[src/rtl/io_pkg.sv]
// io_pkg -- shared definitions for the I/O sequencer.
//   state_t   : FSM state codes, also exported on the debug 'state' port
//   SW_W      : width of the raw switch bank
//   DATA_W    : processor datapath width
//   IN_PAD_W  : zero bits prepended to the switch value on an input instruction
//   zext_sw() : widens a switch sample to a datapath word
package io_pkg;

   localparam int SW_W     = 10;
   localparam int DATA_W   = 32;
   localparam int IN_PAD_W = DATA_W - SW_W;

   typedef enum logic [1:0] {
      IDLE    = 2'd0,
      WAIT_IN = 2'd1,
      RELEASE = 2'd2,
      HALTED  = 2'd3
   } state_t;

   function automatic logic [DATA_W-1:0] zext_sw(input logic [SW_W-1:0] s);
      return {{IN_PAD_W{1'b0}}, s};
   endfunction

endpackage

[src/rtl/debounce.sv]
// debounce -- two-flop synchronizer followed by a stability counter.
//   clk   : system clock
//   reset : synchronous, active-high
//   raw   : asynchronous push-button level
//   level : debounced level (registered)
//   press : one-cycle pulse, high in the cycle whose closing edge takes the
//           debounced level from 0 to 1, so a consumer acts on the same edge
module debounce #(
   parameter int DEBOUNCE_CYCLES = 50000
) (
   input  logic clk,
   input  logic reset,
   input  logic raw,
   output logic level,
   output logic press
);

   localparam int             CNT_W = 20;
   localparam logic [CNT_W-1:0] LAST = CNT_W'(DEBOUNCE_CYCLES - 1);

   logic             sync1_q, sync1_d;
   logic             sync2_q, sync2_d;
   logic             level_q, level_d;
   logic [CNT_W-1:0] cnt_q,   cnt_d;

   always_comb begin
      // NOTE: every output of this block gets a default before any branch,
      // so no path leaves a signal unassigned and no latch is inferred.
      sync1_d = raw;
      sync2_d = sync1_q;
      level_d = level_q;
      cnt_d   = '0;
      press   = 1'b0;
      // The counter only runs while the synchronized input disagrees with
      // the settled level; one agreeing sample drops it back to zero.
      if (sync2_q != level_q) begin
         if (cnt_q == LAST) begin
            level_d = sync2_q;
            press   = sync2_q;
         end else begin
            cnt_d = cnt_q + 1'b1;
         end
      end
   end

   always_ff @(posedge clk) begin
      // NOTE: non-blocking assignments in clocked blocks, so every flop
      // samples the pre-edge value of the others regardless of order.
      if (reset) begin
         sync1_q <= 1'b0;
         sync2_q <= 1'b0;
         level_q <= 1'b0;
         cnt_q   <= '0;
      end else begin
         sync1_q <= sync1_d;
         sync2_q <= sync2_d;
         level_q <= level_d;
         cnt_q   <= cnt_d;
      end
   end

   assign level = level_q;

endmodule

[src/rtl/io_sequencer.sv]
// io_sequencer -- stalls the processor around input/halt instructions and
// latches output-instruction data for the display.
//   CLK, reset          : clock, synchronous active-high reset
//   Enter, sw           : raw push button and switch bank
//   in_req/out_req/
//   halt_req            : instruction decodes from Control, valid this cycle
//   wr_data             : rs operand of an output instruction
//   stall               : combinational freeze of PC and write enables
//   in_data             : zero-extended switch value for input instructions
//   disp_data/disp_valid: latched display value and "ever written" flag
//   halted, state       : halt indicator and debug state code
module io_sequencer
   import io_pkg::*;
#(
   parameter int DEBOUNCE_CYCLES = 50000
) (
   input  logic              CLK,
   input  logic              reset,
   input  logic              Enter,
   input  logic [SW_W-1:0]   sw,
   input  logic              in_req,
   input  logic              out_req,
   input  logic              halt_req,
   input  logic [DATA_W-1:0] wr_data,
   output logic              stall,
   output logic [DATA_W-1:0] in_data,
   output logic [DATA_W-1:0] disp_data,
   output logic              disp_valid,
   output logic              halted,
   output logic [1:0]        state
);

   logic enter_level;
   logic enter_press;
   logic enter_rise;

   debounce #(
      .DEBOUNCE_CYCLES(DEBOUNCE_CYCLES)
   ) u_debounce (
      .clk  (CLK),
      .reset(reset),
      .raw  (Enter),
      .level(enter_level),
      .press(enter_press)
   );

   // A press is only meaningful while the settled level is still low; a pulse
   // is never kept for later, so presses outside WAIT_IN simply vanish.
   assign enter_rise = enter_press & ~enter_level;

   state_t              state_q,      state_d;
   logic [DATA_W-1:0]   in_data_q,    in_data_d;
   logic [DATA_W-1:0]   disp_data_q,  disp_data_d;
   logic                disp_valid_q, disp_valid_d;

   always_comb begin
      state_d      = state_q;
      in_data_d    = in_data_q;
      disp_data_d  = disp_data_q;
      disp_valid_d = disp_valid_q;
      case (state_q)
         IDLE: begin
            if (halt_req) begin
               state_d = HALTED;
            end else if (in_req) begin
               state_d = WAIT_IN;
            end else if (out_req) begin
               disp_data_d  = wr_data;
               disp_valid_d = 1'b1;
            end
         end
         WAIT_IN: begin
            if (enter_rise) begin
               in_data_d = zext_sw(sw);
               state_d   = RELEASE;
            end
         end
         // One unstalled cycle lets the PC move past the input instruction
         // before its decode can be seen again.
         RELEASE: state_d = IDLE;
         HALTED:  state_d = HALTED;
         default: state_d = IDLE;
      endcase
   end

   always_ff @(posedge CLK) begin
      if (reset) begin
         state_q      <= IDLE;
         in_data_q    <= '0;
         disp_data_q  <= '0;
         disp_valid_q <= 1'b0;
      end else begin
         state_q      <= state_d;
         in_data_q    <= in_data_d;
         disp_data_q  <= disp_data_d;
         disp_valid_q <= disp_valid_d;
      end
   end

   // The stall must cover the very cycle the decode appears in IDLE, so it
   // cannot wait for the state register.
   always_comb begin
      stall = 1'b0;
      case (state_q)
         IDLE:    stall = halt_req | in_req;
         WAIT_IN: stall = 1'b1;
         HALTED:  stall = 1'b1;
         default: stall = 1'b0;
      endcase
   end

   assign in_data    = in_data_q;
   assign disp_data  = disp_data_q;
   assign disp_valid = disp_valid_q;
   assign halted     = (state_q == HALTED);
   assign state      = state_q;

endmodule
[config.mk]
export PLATFORM = sky130hd
export DESIGN_NAME = io_sequencer
export DESIGN_NICKNAME = d
export VERILOG_FILES = /design/src/rtl/io_pkg.sv /design/src/rtl/debounce.sv /design/src/rtl/io_sequencer.sv
export SDC_FILE = /design/constraint.sdc
export NUM_CORES = 1
export LEC_CHECK = 0
export ABC_AREA = 1
export CORE_MARGIN = 10
export CORE_UTILIZATION = 44
export DETAILED_ROUTE_END_ITERATION = 10
export PLACE_DENSITY = 0.8
export SLEW_MARGIN = 40
export SYNTH_ARGS = -nofsm -noshare
export SYNTH_HDL_FRONTEND = slang
export SYNTH_HIERARCHICAL = 1
export SYNTH_SLANG_ARGS = --single-unit
[constraint.sdc]
create_clock -name CLK -period 2.3 [get_ports CLK]
set_input_delay 0.345 -clock CLK [delete_from_list [all_inputs] [get_ports CLK]]
set_output_delay 0.345 -clock CLK [all_outputs]
set_load 0.02 [all_outputs]
==> out/results.ini, run 1 <==
[setup_path]
critPathTopFamily = simple AND/OR/NAND/NOR gates
worst_setup_path_end_kind = register
critPathKind = register to register
arrival_ps = 2140
cp_common_cell = nand3_1
timing.rr.start = u_debounce/cnt_q[0]$_SDFF_PP0_
critPathSlowestCell = dfxtp_1
required_ps = 2530
path_max_fanout = 20
worstPathBufferInverterCount = 2
cpPeakStageDelay_ps = 370
path_cells = ha_1 -> nand3_2 -> inv_1 -> nand3_1 -> nor3_1 -> nand3_1 -> buf_4 -> o21ai_0 -> a21oi_1
cp-startpoint = u_debounce/cnt_q[0]$_SDFF_PP0_
startpoint_type = register

[power_and_ir_drop]
ir_drop_uv = 463
leakage_nw = 1.56
powerDensity_nw_per_um2 = 728

[routing]
wl_met1_mm = 2.99
top_layer = met4
via_count = 2750
routed_wl_mm = 7.73
drtPass1Iterations = 4
wl_per_cell_um = 12.9
via_per_inst = 4.61
drtIter0Drc = 117
drcViolationCount = 0
dr_wl_met2_mm = 3.86
met3WireLength_um = 794
ant_nets = 0

[cells_and_area]
seqCellArea_um2 = 1360
final_common_cell = nor2_1
syn2layout_area_growth_pct = 36.0
layout.nets = 566
multi_input_area_um2 = 1390
insertedDiodeCount = 0
final_cell_mix = nor2_1 (116), clkdlybuf4s50_1 (93), dfxtp_1 (68), nand2_1 (54), o21ai_0 (36)
drive_gt1_frac = 0.0619
fill_cells = 634

[grt]
grt_pass1_wl_mm = 12.1
grt_start_max_net_pins = 45
grt-ovfl-total = 0
grt_usage = 0.144
grt_pass1_vias = 2620
antenna_found_initial = 0

[logic_synthesis]
synthXorXnorAreaFrac = 0.0258
avgSynthCellArea_um2 = 7.31
synth_adder_area_share = 0.0246
synthCells = 418
netlist-cell-type-count = 26
synth_seq_area_share = 0.446
yosysWarnings = 6
synth-simple-area-share = 0.267
synth_top_family_by_area = simple AND/OR/NAND/NOR gates
synth_area_um2 = 3060
synth_top_area_share = 0.446
synth.area.top_cells = dfxtp_1 (45%), nor2_1 (14%), nand2_1 (6.6%)
synth.mux.area_fraction = 0
yosys.area.top_type = dfxtp_1
synth-compound-area-share = 0.110
ys_seq_elements = 68

[timing]
layout_worst_path_cycle_share = 0.828
drv_slew = 0
rsz0062_at_grt = no
setup_tns_ps = 0
min_period_ps = 1900
final_hold_viol_count = 0
fmax_ghz = 0.525
worst_slack_ps = 396
finClkSkew_ps = 9.85
setup_viol = 0

[clocking]
cts_tree = yes
numClockSinks = 68
post_cts_buffers = 0
cts_root_buffer = clkbuf_8
cts_hold_buf = 0
worstSkewPairLatency_ps = 340
clk_path_buf_depth = 2
clk_pin_slew_ps = 80
numCtsBuffers = 9
h-tree-depth = 3

[floorplan]
core_um2 = 6760
die_area_um2 = 10700
initial_utilization = 0.452
io_pins = 117
die_w_um = 103
num_rows = 30
fp.dieH_um = 103

[placement]
pre_cts_ws_ps = 231
dp_hpwl_mm = 6.03
globalplace.congestion = 0.887
portBuffers = 94

[run]
cap_violations = 0

[worst_hold_path]
hold_class = register to register
min_from = u_debounce/sync1_q$_SDFF_PP0_

[run_status]
outcome = finished, final reports clean

## worst min-delay path, cell delays in order (launching register included)
cell and delay (ps):
dfxtp_1 300, inv_1 40, nor2_1 30
## sequential cells by signal, summed over array words and instances, names as in the netlist
register            count
u_debounce/level        1
u_debounce/sync2_q      1
in_data                10
state                   2
u_debounce/sync1_q      1
disp_data              32
disp_valid              1
u_debounce/cnt_q       20
## area by class of cell
cell class / count / share of cell area
Clock buffer: 9 / 0.0298
Clock inverter: 7 / 0.0181
Inverter: 35 / 0.0319
Multi-Input combinational cell: 300 / 0.334
Sequential cell: 68 / 0.328
Tap cell: 80 / 0.0241
Timing Repair Buffer: 98 / 0.234
## synth_stat cells (all sizes together)
cell,instances
a21oi,20
buf,29
clkbuf,7
clkinv,1
conb,1
dfxtp,68
ha,6
inv,34
nand2,56
nand3,14
nand3b,1
nor2,120
nor3,1
o21ai,47
or2,4
xnor2,4
xor2,5
## worst paths after layout
check	end	slack, ps	cells past startpoint
min reg2reg	u_debounce/sync2_q$_SDFF_PP0_	410	2
max reg2reg	in_data[7]$_SDFFE_PP0P_	400	9
min	u_debounce/sync2_q$_SDFF_PP0_	410	2
max	in_data[7]$_SDFFE_PP0P_	400	9
## power by group
group	total (mW)	internal [mW]	switching, mW
logic	0.750	0.337	0.413
clock network	0.969	0.506	0.463
registers	1.31	1.26	0.0483
total	3.03	2.10	0.925
## stage by stage
step | power (mW) | cell area, µm² | hold WS, ps | instances | util
finish | 3.03 | 4150 | 406 | 597 | 0.615
global placement | 2.08 | 3950 | 397 | 581 | 0.585
CTS | 3.07 | 4150 | 408 | 597 | 0.614
floorplan | 1.79 | 3130 | 388 | 439 | -
global route | 3.20 | 4150 | 448 | 597 | 0.615
detailed placement | 2.09 | 3950 | 398 | 581 | 0.585
## metal layers
layer,up-vias,track usage
met5,-,0
met4,0,0.0545
met3,10,0.0718
met2,82,0.242
met1,1206,0.151
li1,1452,-
## cells by family after synthesis
family                     count (synthesis)
and+or+nand+nor                          196
buffers and inverters                     71
DFF                                       68
AOI/OAI and AO/OA                         67
xor gates and xnor gates                   9
adders and majority gates                  6
other                                      1
## repair_timing
action                                 4_1_cts  5_1_grt
setup endpoints to repair                    0        1
resized for setup                            0        1
endpoints found under the hold margin        0        0
No activity file was read; power rests on OpenSTA's default activity.
==> inputs of run 2 (changes only) <==
==> constraint.sdc (replaced) <==
create_clock -name CLK -period 1.88 [get_ports CLK]
set_input_delay 0.282 -clock CLK [delete_from_list [all_inputs] [get_ports CLK]]
set_output_delay 0.282 -clock CLK [all_outputs]
set_load 0.02 [all_outputs]
==> out/results.ini, run 2 (synthesis results as in run 1) <==
[run_status]
outcome = finished, final reports clean

[cells_and_area]
final_cell_mix = nor2_1 (116), clkdlybuf4s50_1 (92), dfxtp_1 (66), nand2_1 (54)
syn2layout_area_growth_pct = 39.2
largest_reg_flops = 32  ; unchanged
post-route-util = 0.629  ; +0.0146
finalNonFillerCells = 600  ; +0.50%
drive_gt1_frac = 0.0769  ; +0.0150
fin_area_um2 = 4250  ; +2.4%
layout.nets = 569  ; +0.53%
insertedDiodeCount = 0  ; unchanged
final_common_cell = nor2_1

[setup_path]
required_ps = 1600  ; -930 ps
worst_setup_path_end_kind = output pin
timing.rr.start = u_debounce/cnt_q[0]$_SDFF_PP0_
critPathSlowestCell = dfxtp_1
startpoint_type = register
path_cells = inv_1 -> ha_1 -> o21ai_0 -> a21oi_1 -> buf_2
cpPeakStageDelay_ps = 340  ; -30 ps
path_max_fanout = 4  ; -80%
arrival_ps = 1470  ; -670 ps
cp-startpoint = state[0]$_SDFFE_PP0P_
critPathTopFamily = flip-flops
critPathKind = register to output pin
worstPathBufferInverterCount = 2  ; unchanged

[power_and_ir_drop]
powerDensity_nw_per_um2 = 953  ; +31%
intPower_mw = 2.90  ; +38%
leakage_nw = 1.61  ; +3.1%
p_comb_frac = 0.228  ; -0.020
power_mw = 4.05  ; +34%
switching_share = 0.284  ; -0.0217
p_switching_mw = 1.15  ; +24%
seq_power_share = 0.395  ; -0.037
p_clk_frac = 0.377  ; +0.057
ir_drop_uv = 796  ; +72%

[timing]
drv_slew = 0  ; unchanged
whs_ps = 408  ; +2.52 ps
layout_worst_path_cycle_share = 0.934
worst_slack_ps = 124  ; -271 ps
min_period_ps = 1760
finClkSkew_ps = 5.91  ; -3.94 ps
fmax_ghz = 0.570
final_hold_viol_count = 0  ; unchanged
setup_viol = 0  ; unchanged
setup_tns_ps = 0  ; unchanged

[grt]
antenna_found_initial = 0  ; unchanged
grt_pass1_wl_mm = 13.0  ; +7.7%
grt-ovfl-total = 0  ; unchanged
grt_start_max_net_pins = 45  ; unchanged
grt_usage = 0.156  ; +0.0124
grt_pass1_vias = 2770  ; +5.7%

[clocking]
clk_pin_slew_ps = 70  ; about the same
h-tree-depth = 3  ; unchanged
clk_path_buf_depth = 2  ; unchanged
cts_tree = yes
worstSkewPairLatency_ps = 340  ; about the same
numCtsBuffers = 9  ; unchanged
numClockSinks = 68  ; unchanged
cts_root_buffer = clkbuf_8

[floorplan]
io_pins = 117  ; unchanged
initial_utilization = 0.452  ; unchanged
fp.dieH_um = 103  ; unchanged
core_um2 = 6760  ; unchanged
num_rows = 30  ; unchanged
die_area_um2 = 10700  ; unchanged
die_w_um = 103  ; unchanged

[placement]
globalplace.congestion = 0.890  ; +0.32%
dp_hpwl_mm = 6.27  ; +3.9%
place_inst = 584  ; +0.52%
pre_cts_ws_ps = -71.6  ; -302 ps
portBuffers = 94  ; unchanged
placed_cell_area_um2 = 3990  ; +0.89%

[run]
cap_violations = 0  ; unchanged

[routing]
drcViolationCount = 0  ; unchanged
via_count = 2830  ; +2.9%
wl_per_cell_um = 13.8  ; +6.3%
routed_wl_mm = 8.26  ; +6.9%
via_per_inst = 4.72  ; +2.4%
drtIter0Drc = 92  ; -21%
drtPass1Iterations = 4  ; unchanged
ant_nets = 0  ; unchanged

[worst_hold_path]
min_from = u_debounce/sync1_q$_SDFF_PP0_
hold_class = register to register

==> run 2: cell types whose count changed in the layout (fill, tap and decap cells not counted), moves of 2 or more <==
cell | before | now
dfxtp_1 | 68 | 66
clkinv_4 | 3 | 0
buf_4 | 4 | 6
o21ai_0 | 36 | 33
o21ai_1 | 11 | 14
dfxtp_2 | 0 | 2
bufinv_16 | 1 | 3
clkbuf_8 | 9 | 11
clkinv_2 | 3 | 1
==> run 2: worst register-to-register path: stages, from the launching register on <==
cell and delay [ps]:
dfxtp_1 370, ha_2 240, nand3_2 120, inv_1 90, nand3_1 110, nor3_2 150
nand3_1 90, buf_4 200, o21ai_0 180, a21oi_1 60
==> run 2: power groups by stage <==
stage	registers, mW	logic [mW]	clock network, mW
detailed placement	1.63	0.949	0
global placement	1.63	0.925	0
CTS	1.60	0.938	1.56
global route	1.61	1.02	1.61
finish	1.60	0.926	1.53
floorplan	1.75	0.442	0
==> run 2: layout make-up <==
cell class	count	area, µm²
inverters	35	133
well taps	80	100
flip-flops and latches	68	1360
clock inverters	5	106
fillers	559	2500
repair buffers	101	1000
multi-input cells	300	1400
clock buffers	11	151
==> run 2: routing by layer <==
layer | GRT usage | wire, µm
met1 | 0.156 | 3070
met5 | 0 | 0
met3 | 0.0824 | 834
met4 | 0.0674 | 156
met2 | 0.266 | 4200
==> run 2: final timing paths <==
| check | endpoint | slack, ps | cells past startpoint |
|---|---|---|---|
| max | stall | 120 | 5 |
| min | u_debounce/sync2_q$_SDFF_PP0_ | 410 | 2 |
| max reg2reg | in_data[2]$_SDFFE_PP0P_ | 170 | 9 |
| min reg2reg | u_debounce/sync2_q$_SDFF_PP0_ | 410 | 2 |
==> run 2: timing repair <==
item	in CTS	in global routing
setup buffers	0	0
endpoints found under the setup margin	1	11
pin swaps	0	0
hold buffers	0	0
resized for setup	4	8
